<file path="src/rtl/pipe_pkg.sv">
`default_nettype none
// ============================================================================
// Module   : pipe_pkg
// Purpose  : Shared types and helpers for the skid-buffered pipeline stage.
//            Holds the stage state encoding, the default thread-tag width
//            and a saturating counter add.
// Revision : 1.0  initial release
// ============================================================================
package pipe_pkg;

   // Stage occupancy state; the encoding doubles as the occupancy count
   typedef enum logic [1:0] {
      ST_EMPTY = 2'd0,
      ST_ONE   = 2'd1,
      ST_TWO   = 2'd2
   } stage_state_e;

   localparam int DEF_THREAD_W = 2;

   // Add inc to cur and clamp the result at max_val
   function automatic logic [31:0] sat_add(input logic [31:0] cur,
                                           input logic [31:0] inc,
                                           input logic [31:0] max_val);
      logic [32:0] sum;
      sum = {1'b0, cur} + {1'b0, inc};
      if (sum > {1'b0, max_val}) begin
         return max_val;
      end
      return sum[31:0];
   endfunction

endpackage
`default_nettype wire

</file>
<file path="src/rtl/pipe_entry.sv">
`default_nettype none
// ============================================================================
// Module   : pipe_entry
// Purpose  : One storage slot of the stage: valid bit, payload and thread
//            tag. Load captures a new beat and sets valid; clear drops
//            valid but leaves the payload untouched. match flags a valid
//            entry whose tag equals match_thread.
// Revision : 1.0  initial release
// ============================================================================
module pipe_entry
   import pipe_pkg::*;
#(
   parameter int                DATA_W   = 64,
   parameter int                THREAD_W = DEF_THREAD_W,
   parameter logic [DATA_W-1:0] RST_VAL  = '0
) (
   input  logic                clk,
   input  logic                reset,
   input  logic                load,
   input  logic                clear,
   input  logic [DATA_W-1:0]   ld_data,
   input  logic [THREAD_W-1:0] ld_thread,
   input  logic [THREAD_W-1:0] match_thread,
   output logic                valid,
   output logic [DATA_W-1:0]   data,
   output logic [THREAD_W-1:0] thread,
   output logic                match
);

   logic                valid_q,  valid_d;
   logic [DATA_W-1:0]   data_q,   data_d;
   logic [THREAD_W-1:0] thread_q, thread_d;

   // Next-state: load wins over clear; payload only moves on load
   always_comb begin
      valid_d  = valid_q;
      data_d   = data_q;
      thread_d = thread_q;
      if (load) begin
         valid_d  = 1'b1;
         data_d   = ld_data;
         thread_d = ld_thread;
      end else if (clear) begin
         valid_d  = 1'b0;
      end
   end

   // Slot registers with asynchronous active-low reset
   always_ff @(posedge clk or negedge reset) begin
      if (!reset) begin
         valid_q  <= 1'b0;
         data_q   <= RST_VAL;
         thread_q <= '0;
      end else begin
         valid_q  <= valid_d;
         data_q   <= data_d;
         thread_q <= thread_d;
      end
   end

   assign valid  = valid_q;
   assign data   = data_q;
   assign thread = thread_q;
   assign match  = valid_q & (thread_q == match_thread);

endmodule
`default_nettype wire

</file>
<file path="src/rtl/pipe_stage_skid.sv">
`default_nettype none
// ============================================================================
// Module   : pipe_stage_skid
// Purpose  : Generic valid/ready pipeline stage register with a 2-entry
//            skid buffer (head + skid) so in_ready is a flop. Supports a
//            global flush and a thread-selective squash.
//            Optional macro PIPE_STAGE_PERF_EN adds stall_cnt / kill_cnt.
// Revision : 1.0  initial release
// ============================================================================
module pipe_stage_skid
   import pipe_pkg::*;
#(
   parameter int                DATA_W   = 64,
   parameter int                THREAD_W = DEF_THREAD_W,
   parameter logic [DATA_W-1:0] RST_VAL  = '0
) (
   input  logic                clk,
   input  logic                reset,
   input  logic                in_valid,
   output logic                in_ready,
   input  logic [DATA_W-1:0]   in_data,
   input  logic [THREAD_W-1:0] in_thread,
   output logic                out_valid,
   input  logic                out_ready,
   output logic [DATA_W-1:0]   out_data,
   output logic [THREAD_W-1:0] out_thread,
   input  logic                flush,
   input  logic                squash_en,
   input  logic [THREAD_W-1:0] squash_thread,
   output logic [1:0]          occupancy
`ifdef PIPE_STAGE_PERF_EN
   ,
   output logic [31:0]         stall_cnt,
   output logic [15:0]         kill_cnt
`endif
);

   logic                head_valid, skid_valid;
   logic [DATA_W-1:0]   head_data,  skid_data;
   logic [THREAD_W-1:0] head_thread, skid_thread;
   logic                head_match, skid_match;

   logic                accept, drain, squash_act, in_match;
   logic                head_rem, skid_rem;
   logic                head_keep, skid_keep, in_keep;
   logic                head_load, head_clear, skid_load, skid_clear;
   logic                head_next, skid_next;
   logic [DATA_W-1:0]   head_ld_data;
   logic [THREAD_W-1:0] head_ld_thread;

   logic                in_ready_q, in_ready_d;
   stage_state_e        state_q, state_d;

   // Work out which beats survive this edge and where each one lands.
   // Survivors in order: held head, held skid, incoming beat (at most two).
   always_comb begin
      accept     = in_valid & in_ready_q;
      drain      = head_valid & out_ready;
      squash_act = squash_en & ~flush;
      in_match   = (in_thread == squash_thread);

      // Entries still held after the drain completes
      head_rem   = head_valid & ~drain;
      skid_rem   = skid_valid;

      // Flush kills everything; squash kills tag matches among the remainder
      head_keep  = head_rem & ~flush & ~(squash_act & head_match);
      skid_keep  = skid_rem & ~flush & ~(squash_act & skid_match);
      in_keep    = accept   & ~flush & ~(squash_act & in_match);

      // Head: hold if its beat survives, else take the oldest other survivor
      head_load      = ~head_keep & (skid_keep | in_keep);
      head_clear     = ~head_keep & ~skid_keep & ~in_keep;
      head_ld_data   = skid_keep ? skid_data   : in_data;
      head_ld_thread = skid_keep ? skid_thread : in_thread;

      // Skid: hold if both held beats survive, take the incoming beat when
      // exactly one held beat survives, otherwise empty
      skid_load  = (head_keep ^ skid_keep) & in_keep;
      skid_clear = ~(head_keep & skid_keep) & ~skid_load;

      head_next  = head_keep | skid_keep | in_keep;
      skid_next  = (head_keep & skid_keep) | skid_load;

      if (head_next && skid_next) begin
         state_d = ST_TWO;
      end else if (head_next) begin
         state_d = ST_ONE;
      end else begin
         state_d = ST_EMPTY;
      end
      in_ready_d = (state_d != ST_TWO);
   end

   // Stage state and registered upstream ready
   always_ff @(posedge clk or negedge reset) begin
      if (!reset) begin
         state_q    <= ST_EMPTY;
         in_ready_q <= 1'b1;
      end else begin
         state_q    <= state_d;
         in_ready_q <= in_ready_d;
      end
   end

   pipe_entry #(
      .DATA_W   (DATA_W),
      .THREAD_W (THREAD_W),
      .RST_VAL  (RST_VAL)
   ) u_head (
      .clk          (clk),
      .reset        (reset),
      .load         (head_load),
      .clear        (head_clear),
      .ld_data      (head_ld_data),
      .ld_thread    (head_ld_thread),
      .match_thread (squash_thread),
      .valid        (head_valid),
      .data         (head_data),
      .thread       (head_thread),
      .match        (head_match)
   );

   pipe_entry #(
      .DATA_W   (DATA_W),
      .THREAD_W (THREAD_W),
      .RST_VAL  (RST_VAL)
   ) u_skid (
      .clk          (clk),
      .reset        (reset),
      .load         (skid_load),
      .clear        (skid_clear),
      .ld_data      (in_data),
      .ld_thread    (in_thread),
      .match_thread (squash_thread),
      .valid        (skid_valid),
      .data         (skid_data),
      .thread       (skid_thread),
      .match        (skid_match)
   );

   assign in_ready   = in_ready_q;
   assign out_valid  = head_valid;
   assign out_data   = head_data;
   assign out_thread = head_thread;
   assign occupancy  = state_q;

`ifdef PIPE_STAGE_PERF_EN
   logic [31:0] stall_cnt_q, stall_cnt_d;
   logic [15:0] kill_cnt_q,  kill_cnt_d;
   logic [1:0]  kill_inc;
   logic        stall_hit;

   // Count stalled cycles and beats destroyed by flush or squash
   always_comb begin
      stall_hit   = head_valid & ~out_ready;
      kill_inc    = {1'b0, head_rem & ~head_keep}
                  + {1'b0, skid_rem & ~skid_keep}
                  + {1'b0, accept   & ~in_keep};
      stall_cnt_d = sat_add(stall_cnt_q, {31'd0, stall_hit}, 32'hFFFF_FFFF);
      kill_cnt_d  = 16'(sat_add({16'd0, kill_cnt_q}, {30'd0, kill_inc},
                                32'h0000_FFFF));
   end

   // Saturating performance counters
   always_ff @(posedge clk or negedge reset) begin
      if (!reset) begin
         stall_cnt_q <= '0;
         kill_cnt_q  <= '0;
      end else begin
         stall_cnt_q <= stall_cnt_d;
         kill_cnt_q  <= kill_cnt_d;
      end
   end

   assign stall_cnt = stall_cnt_q;
   assign kill_cnt  = kill_cnt_q;
`endif

endmodule
`default_nettype wire
</file>
<file path="config.mk">
export PLATFORM = sky130hd
export DESIGN_NAME = pipe_stage_skid
export DESIGN_NICKNAME = d
export VERILOG_FILES = /design/src/rtl/pipe_pkg.sv /design/src/rtl/pipe_entry.sv /design/src/rtl/pipe_stage_skid.sv
export SDC_FILE = /design/constraint.sdc
export NUM_CORES = 1
export LEC_CHECK = 0
export CELL_PAD_IN_SITES_DETAIL_PLACEMENT = 0
export CELL_PAD_IN_SITES_GLOBAL_PLACEMENT = 1
export CORE_AREA = 2 2 120 122
export DETAILED_ROUTE_END_ITERATION = 10
export DIE_AREA = 0 0 122 124
export PLACE_DENSITY_LB_ADDON = 0.1
export SETUP_SLACK_MARGIN = 0.3
export SYNTH_ARGS = -nofsm -noshare
export SYNTH_HDL_FRONTEND = slang
export SYNTH_SLANG_ARGS = --single-unit
</file>
<file path="constraint.sdc">
create_clock -name clk -period 4.9 [get_ports clk]
set_clock_uncertainty 0.2 [all_clocks]
set_input_delay 0.98 -clock clk [delete_from_list [all_inputs] [get_ports clk]]
set_output_delay 0.98 -clock clk [all_outputs]
set_load 0.02 [all_outputs]
</file>
* Yosys cells after proc, flatten, opt, wreduce, memory -nomap -nowiden
Index checks and enable logic that the tools add are counted.
** Storage, ports and cells
- Register bits :: 137
- Input bits :: 74
- Word-level logic and storage cells :: 59
- Output and inout bits :: 70
** Cells by class
- Bitwise logic cells :: 36
- Reductions and logical operators :: 3
- Equal/unequal tests :: 4
- Multiplexer cells :: 8
** Operators by type and width (number)
- 64-bit 2-to-1 mux :: 1
- 1-bit bitwise AND :: 21
- 1-bit inverter :: 10
- 2-bit == test :: 3
- 1-bit 2-to-1 mux :: 5
- 2-bit 2-to-1 mux :: 2
- 1-bit bitwise OR :: 4
- 2-bit nonzero test :: 2
- 2-bit inequality test (second input constant) :: 1
- 1-bit logical AND :: 1
- 1-bit XOR :: 1

* Logic depth before layout (Yosys ltp)
Gate-level depths: netlist of the first run.
- Depth in word-level cells :: 11
- Mapped depth :: 8
- Gate-level depth less buffers :: 6

* By module
Synthesis of the first run repeated with hierarchy kept, for this count alone.
** Second synthesis, totals
- Cells, all modules :: 389
- Area total of the unflattened synthesis :: 6491.2 um^2
** By module, submodules not included
- pipe_entry :: area each 2620.0 um^2, cells each 145, times used 2, seq. area each 1676.6 um^2
- pipe_stage_skid :: area each 1251.2 um^2, cells each 99, times used 1, seq. area each 76.3 um^2

* Worst setup path after synthesis of the first run
OpenSTA, ideal clock, no wires.
- Path type :: in2reg
- Start :: in flush
- End :: reg u_skid.data_q[12], in the netlist u_skid.data[12]
- Required time :: 4575 ps
- Buffers on the path :: 2
- Library setup time :: 125 ps
- Cell stages on the path :: 8
- Data arrival time :: 2791 ps
- Setup slack :: 1784 ps
- Cell sequence :: or3b_2 > a31oi_1 > ha_1 > inv_1 > nor2_2 > buf_2 > buf_4 > mux2_2
** On the way
- Longest elaborated chain between the ends :: 7
- Elaborated cells between the ends (all ways) :: 16
- Those cells by class :: bitwise (16)
** RTL lines
- start, declared :: line pipe_stage_skid.sv:27 : input logic flush,
- 1-bit inverter (*)
- 1-bit bitwise AND :: line pipe_stage_skid.sv:59 : squash_act = squash_en & ~flush;
- 1-bit bitwise AND (on tied branches) :: line pipe_stage_skid.sv:67, pipe_stage_skid.sv:68
- 1-bit inverter (on tied branches) :: line pipe_stage_skid.sv:67, pipe_stage_skid.sv:68
- 1-bit bitwise AND (on tied branches) :: line pipe_stage_skid.sv:67, pipe_stage_skid.sv:68
- 1-bit XOR :: line pipe_stage_skid.sv:79 : skid_load = (head_keep ^ skid_keep) & in_keep;
- 1-bit bitwise AND (*) :: line pipe_stage_skid.sv:79
- end signal, assigned :: line pipe_entry.sv:56 : data_q <= data_d;
- end, declared :: line pipe_entry.sv:31 : logic [DATA_W-1:0] data_q, data_d;
Every way passes the cells marked *; elsewhere a longest branch is shown, timed or not.
A chain may end at the register's enable or synchronous reset.

* Worst setup path in the final report of the first run
- Start :: in squash_thread[1]
- End :: reg u_head.data_q[30], in the netlist u_head.data[30]
** On the way
- Longest elaborated chain between the ends :: 7
- Elaborated cells between the ends (all ways) :: 18
- Those cells by class :: eq/ne (3); mux (1); bitwise (14)
** RTL lines
- start, declared :: line pipe_stage_skid.sv:29 : input logic [THREAD_W-1:0] squash_thread,
- 2-bit == test :: line pipe_entry.sv:64 : assign match = valid_q & (thread_q == match_thread);
- 1-bit bitwise AND :: line pipe_entry.sv:64
- 1-bit bitwise AND (on tied branches) :: line pipe_stage_skid.sv:68, pipe_stage_skid.sv:67
- 1-bit inverter (on tied branches) :: line pipe_stage_skid.sv:68, pipe_stage_skid.sv:67
- 1-bit bitwise AND (on tied branches) :: line pipe_stage_skid.sv:68, pipe_stage_skid.sv:67
- 1-bit bitwise OR or 1-bit inverter (tied branches) :: line pipe_stage_skid.sv:72 : head_load = ~head_keep & (skid_keep | in_keep);
- 1-bit bitwise AND :: line pipe_stage_skid.sv:72
- end signal, assigned :: line pipe_entry.sv:56
- end, declared :: line pipe_entry.sv:31
Parallel ways exist; a longest one is shown, timed or not.

==> results by group, run 1 <==
Worst setup path
  • Register-to-register setup slack: 2070 ps
  • Worst setup SP type: primary input
  • Reg2Reg Capture Point: u_head.data[30]
  • Crit path to: u_head.data[30]
  • CP max-delay cell: buf_4
  • Most used cell, CP: mux2_2
  • Kind of critical path: primary input to flip-flop
  • CP cell instances: clkdlybuf4s50_1, xnor2_1, a311oi_2, inv_2, buf_4, mux2_2, mux2_2
  • Critical path peak fanout: 48
  • Reg2reg start: u_skid.thread[0]
  • Setup crit end kind: flip-flop
  • Critical Path RT: 4990 ps
  • Worst Setup SP: squash_thread[1]
  • Worst endpoint data arrival time: 3610 ps
  • Largest stage delay on the critical path: 650 ps
  • Worst Reg2Reg Path Length in Cells: 6

Pwr
  • Clock power share: 31.9%
  • NetSw: 912 uW
  • IR Drop Worst-Case VDD: 241 uV
  • Internal power: 2620 uW
  • Comb pwr share: 23.9%
  • Sw Share: 25.9%
  • Sequential power share: 44.1%
  • PD cells: 436 nW/um^2
  • Lkg Pwr: 0.00343 uW

Outcome
  • Outcome: finished clean

Placement
  • Routability congestion estimate: 0.749
  • DP Wirelength: 7890 microns
  • Post-Place Setup Slack: 935 ps
  • Input/output buffers: 143
  • Dpl cells: 690

Detailed routing
  • Post-route ant nets: 0
  • DR iter-0 viols: 135
  • DR pass1 iterations: 4
  • Vias/cell: 5.04
  • Final WL: 12000 microns
  • Drc violations: 0
  • Routed WL per cell: 16.7 microns
  • Vias: 3640

Global route
  • Initial antenna violation count: 0
  • Pin count of the biggest net entering global routing: 118
  • Total GRT Usage: 17.1%
  • First-pass GRT wire length: 19500 microns
  • Grt ovf: 0
  • Vias in the first global route: 3889

Synth
  • Ys flop type: dfrtp_1
  • Post-synth EDFFs: 0
  • Simple logic cell fraction of the synthesized area: 0.439%
  • Post-synth ARST share: 100%
  • Synth Instances: 382
  • Mapped Area: 5990 sq um
  • Syn_nets: 458
  • Yosys warns: 0
  • Avg Cell Area, Syn: 15.7 sq um
  • Sequential element share of the synthesized area: 57.2%
  • Synth Area in Compound Gates: 1.25%
  • Register bit total from synthesis: 137
  • Biggest area consumer among synthesized cells: dfrtp_1
  • Adder-Cell Fraction of Synth Area: 0.418%
  • Synth cell types: 24
  • Area contributors post-synth: dfrtp_1, mux2_2, buf_2
  • Main combinational cell family by area after synthesis: multiplexers
  • Post-synthesis mux area share: 37.2%
  • Yosys top cell area share: 56.8%
  • Xor/xnor share of the synthesized area: 0.877%

STA
  • Fmax: 284 MHz
  • Final setup violating endpoints: 0
  • RSZ-0062 raised after global routing: no
  • Final worst-path cycle share: 71.8%
  • Hold Violations, Final: 0
  • Slew at the pin closest to its max-slew limit: 1070 ps
  • Fin. max-slew vios: 0
  • PnR worst setup slack: 1380 ps
  • Setup total negative slack: 0 ps
  • Minimum clock period: 3520 ps
  • Rel. slew slack: 28.9%

Clocking
  • CTS Root Cell: clkbuf_16
  • CTS buffer count: 17
  • CTS Buffer Depth: 2
  • Clk pin slew, worst setup/hold paths: 50 ps
  • Hold buffers post-CTS: 0
  • CTS tree: yes
  • Clock latency on the worst-skew pair: 410 ps
  • PostCTS Resize Cnt: 0
  • H-tree level count: 4
  • Post-CTS Setup Repair Bufs: 0
  • Clock sinks: 137

Die
  • DIE AREA: 15100 sq um
  • Std cell rows: 43
  • Starting Density: 43.7%
  • CORE AREA: 13700 sq um
  • Die Ht: 124 microns
  • Die width: 122 microns
  • Io pins: 144

Run
  • MaxCap Viol Count: 0

Final layout
  • Diodes inserted: 0
  • Layout area overhead: 35.1%
  • Post-Layout Cell Count: 722
  • Post-layout util: 59.0%
  • Multi-input logic area: 2420 sq um
  • Layout cell share with drive strength beyond 1: 43.0%
  • Leading cell type in the layout, fill and taps excluded: mux2_2
  • Sequential cell area: 3430 sq um
  • Commonest non-fill, non-tap cells in the layout: mux2_2, clkdlybuf4s50_1, dfrtp_1
  • Final net count: 605
  • Fillers: 1144

Hold path
  • HP Class: flip-flop to flip-flop
==> logic make-up after synthesis <==
logic type,after synthesis
mux,198
flops,137
buf+inv,25
compound gates,9
xor+xnor,6
simple gates,5
fa+ha+maj,2
==> metal layers <==
layer | track usage (%) | up-vias | share of wire, %
met4 | 6.25 | 0 | 1.4
met2 | 27.5 | 101 | 47
met3 | 6.50 | 12 | 7.3
li1 | - | 1672 | -
met5 | 0 | - | 0
met1 | 21.0 | 1855 | 44
==> Yosys cell counts, types with 2 or more instances <==
cell	n
buf_6	4
ha_1	2
dfrtp_1	136
buf_4	4
xnor2_1	6
nand2_1	3
mux2_2	197
buf_2	12
inv_1	3
==> state kept, by name, indices dropped and copies added, names as in the netlist <==
register,count
u_skid.thread,2
u_head.data,64
occupancy,2
u_head.thread,2
u_head.valid,1
u_skid.data,64
u_skid.valid,1
in_ready,1
==> power by group through the flow <==
stage          Combinational (uW)  Sequential [uW]  Clock [uW]
2_1_floorplan                 321             1690           0
3_3_place_gp                  839             1570           0
3_5_place_dp                  856             1580           0
4_1_cts                       858             1560        1160
5_1_grt                       906             1600        1210
6_report                      845             1560        1130
==> stage by stage <==
stage	power [uW]	area (sq um)	hold WS [ps]
2_1_floorplan	2020	5990	249
3_3_place_gp	2400	7570	268
3_5_place_dp	2430	7570	271
4_1_cts	3580	8090	283
5_1_grt	3720	8090	314
6_report	3530	8090	278
==> how the worst min path moves through the flow <==
stage | startpoint | to | slack (ps) | depth (start not counted)
after floorplan | u_skid.valid | u_skid.valid | 250 | 2
after global placement | u_skid.valid | u_skid.valid | 270 | 2
after detailed placement | u_skid.valid | u_skid.valid | 270 | 2
after CTS | u_skid.valid | u_skid.valid | 280 | 2
after global routing | u_skid.data[36] | u_skid.data[36] | 310 | 1
final | u_skid.valid | u_skid.valid | 280 | 2
==> area by class of cell <==
type                    count  share of cell area (%)
clock buffers              30                    6.35
clock inverters             2                   0.124
inverters                   4                   0.186
multi-input cells         220                    29.9
flip-flops and latches    137                    42.4
well taps                 180                    2.78
repair buffers            149                    18.3
==> worst max-delay path, delay by kind of cell <==
family          cells  cell delay, ps
compound gates      1             140
xor+xnor            1             150
buf+inv             3            1610
mux                 2             670
Power figures use the tool's default switching activity.
==> run 2: changes to the inputs <==
- CORE_AREA: 2 2 120 122 -> 2 2 131 133
- DIE_AREA: 0 0 122 124 -> 0 0 133 135
- clock period: 4.9 -> 3.1 ns (I/O delays scaled with it)
==> run 2 against run 1 <==
  * Combinational power is 61% higher
  * Power is 69% higher
  * Clock-buffer cell count is 10 lower
  * Global-route usage is 1.8 points lower
==> results by group, run 2 (synthesized netlist as in run 1, its figures left out) <==
Outcome
  • Outcome: finished clean

Detailed routing
  • Vias: 3682
  • Final WL: 12900 microns
  • Routed length on met3: 782 microns
  • Drc violations: 0
  • Top Metal Used: met4
  • Met2 WL post-DR: 6270 microns
  • Met1 Routed Length: 5700 microns
  • DR iter-0 viols: 93
  • Vias/cell: 4.77
  • Routed WL per cell: 16.7 microns
  • Post-route ant nets: 0
  • DR pass1 iterations: 4

Final layout
  • Diodes inserted: 0
  • Final instance area: 8420 sq um
  • Leading cell type in the layout, fill and taps excluded: mux2_2
  • Commonest non-fill, non-tap cells in the layout: mux2_2, clkdlybuf4s50_1, dfrtp_1
  • Multi-input logic area: 2420 sq um
  • Final net count: 615
  • Sequential cell area: 3430 sq um
  • Layout cell share with drive strength beyond 1: 45.3%
  • Layout area overhead: 40.6%
  • Post-Layout Cell Count: 772
  • Fillers: 1396

STA
  • Rel. slew slack: 63.8%
  • Minimum clock period: 2680 ps
  • Slew at the pin closest to its max-slew limit: 543 ps
  • Final setup violating endpoints: 0
  • Final worst-path cycle share: 86.4%
  • Fin. max-slew vios: 0
  • RSZ-0062 raised after global routing: no
  • PnR worst setup slack: 421 ps
  • WHS: 286 ps
  • Setup total negative slack: 0 ps
  • Hold Violations, Final: 0
  • Fmax: 373 MHz

Clocking
  • CTS Root Cell: clkbuf_16
  • CTS Buffer Depth: 2
  • Clock sinks: 137
  • Clock latency on the worst-skew pair: 410 ps
  • Post-CTS Setup Repair Bufs: 0
  • CTS buffer count: 17
  • H-tree level count: 4
  • CTS tree: yes
  • Clk pin slew, worst setup/hold paths: 50 ps

Global route
  • First-pass GRT wire length: 21200 microns
  • Vias in the first global route: 4067
  • Grt ovf: 0
  • Initial antenna violation count: 0
  • Pin count of the biggest net entering global routing: 57
  • Total GRT Usage: 15.3%

Pwr
  • PD cells: 708 nW/um^2
  • IR Drop Worst-Case VDD: 351 uV
  • Lkg Pwr: 0.00355 uW

Die
  • Starting Density: 36.5%
  • Std cell rows: 47
  • CORE AREA: 16400 sq um
  • Die Ht: 135 microns
  • Io pins: 144
  • Die width: 133 microns
  • DIE AREA: 18000 sq um

Worst setup path
  • Worst endpoint data arrival time: 2770 ps
  • Critical path peak fanout: 25
  • Worst setup SP type: primary input
  • Setup crit end kind: flip-flop
  • Kind of critical path: primary input to flip-flop
  • Critical Path RT: 3190 ps

Placement
  • Routability congestion estimate: 0.708
  • DP Area: 7790 sq um
  • Post-Place Setup Slack: -11.1 ps
  • DP Wirelength: 8660 microns
  • Dpl cells: 739
  • Input/output buffers: 143

Run
  • MaxCap Viol Count: 0

Hold path
  • HP Class: flip-flop to flip-flop
==> run 2: changes by cell type in the layout (fill, tap and decap cells not counted), sizes merged <==
cell,previous run,this run
buf,7,16
bufinv,0,4
clkbuf,30,20
clkinv,2,4
clkinvlp,0,3
dlygate4sd3,0,1
inv,4,5
==> run 2: final timing paths <==
path	startpoint	end	slack, ps	cells after the start
min in group asynchronous	reset	u_head.data[52]	540	2
max reg2reg	u_head.valid	u_skid.data[62]	690	7
max	flush	u_skid.data[62]	420	8
min reg2reg	u_skid.valid	u_skid.valid	290	2
min	u_skid.valid	u_skid.valid	290	2
max in group asynchronous	reset	u_head.data[33]	1460	3
==> run 2: cell type report <==
class | count | area share, %
Sequential cell | 137 | 40.7
Multi-Input combinational cell | 220 | 28.7
Timing Repair Buffer | 159 | 19.6
Clock buffer | 20 | 5.42
Tap cell | 220 | 3.27
Clock inverter | 12 | 2.03
Inverter | 4 | 0.178
==> run 2: where the power goes <==
part / total, uW / internal (uW) / leakage (uW) / switching, uW
Sequential: 2460 / 2240 / 0.00169 / 221
Combinational: 1360 / 811 / 0.00156 / 554
Clock: 2140 / 1390 / 0.000302 / 756
==> run 2: what timing repair did <==
action	in CTS	in global routing
gates resized for setup	0	0
hold buffers	1	0
hold endpoints to repair	47	0
==> run 2: per-stage QoR <==
stage               util, %  total power (uW)
floorplan                 -              3190
global placement       47.5              3830
detailed placement     47.5              3870
CTS                    51.3              6060
global route           51.3              6270
finish                 51.3              5960
==> run 2: worst max-delay path, stage by stage <==
cell	delay (ps)
clkdlybuf4s50_1	410
or3b_2	470
a31oi_1	220
ha_1	170
inv_1	60
nor2_4	210
buf_12	230
mux2_2	360
==> run 2: metal layers <==
layer	vias to the layer above	global-route usage, %
met4	0	4.66
met2	99	25.8
met5	-	0
li1	1694	-
met1	1880	18.4
met3	9	5.41
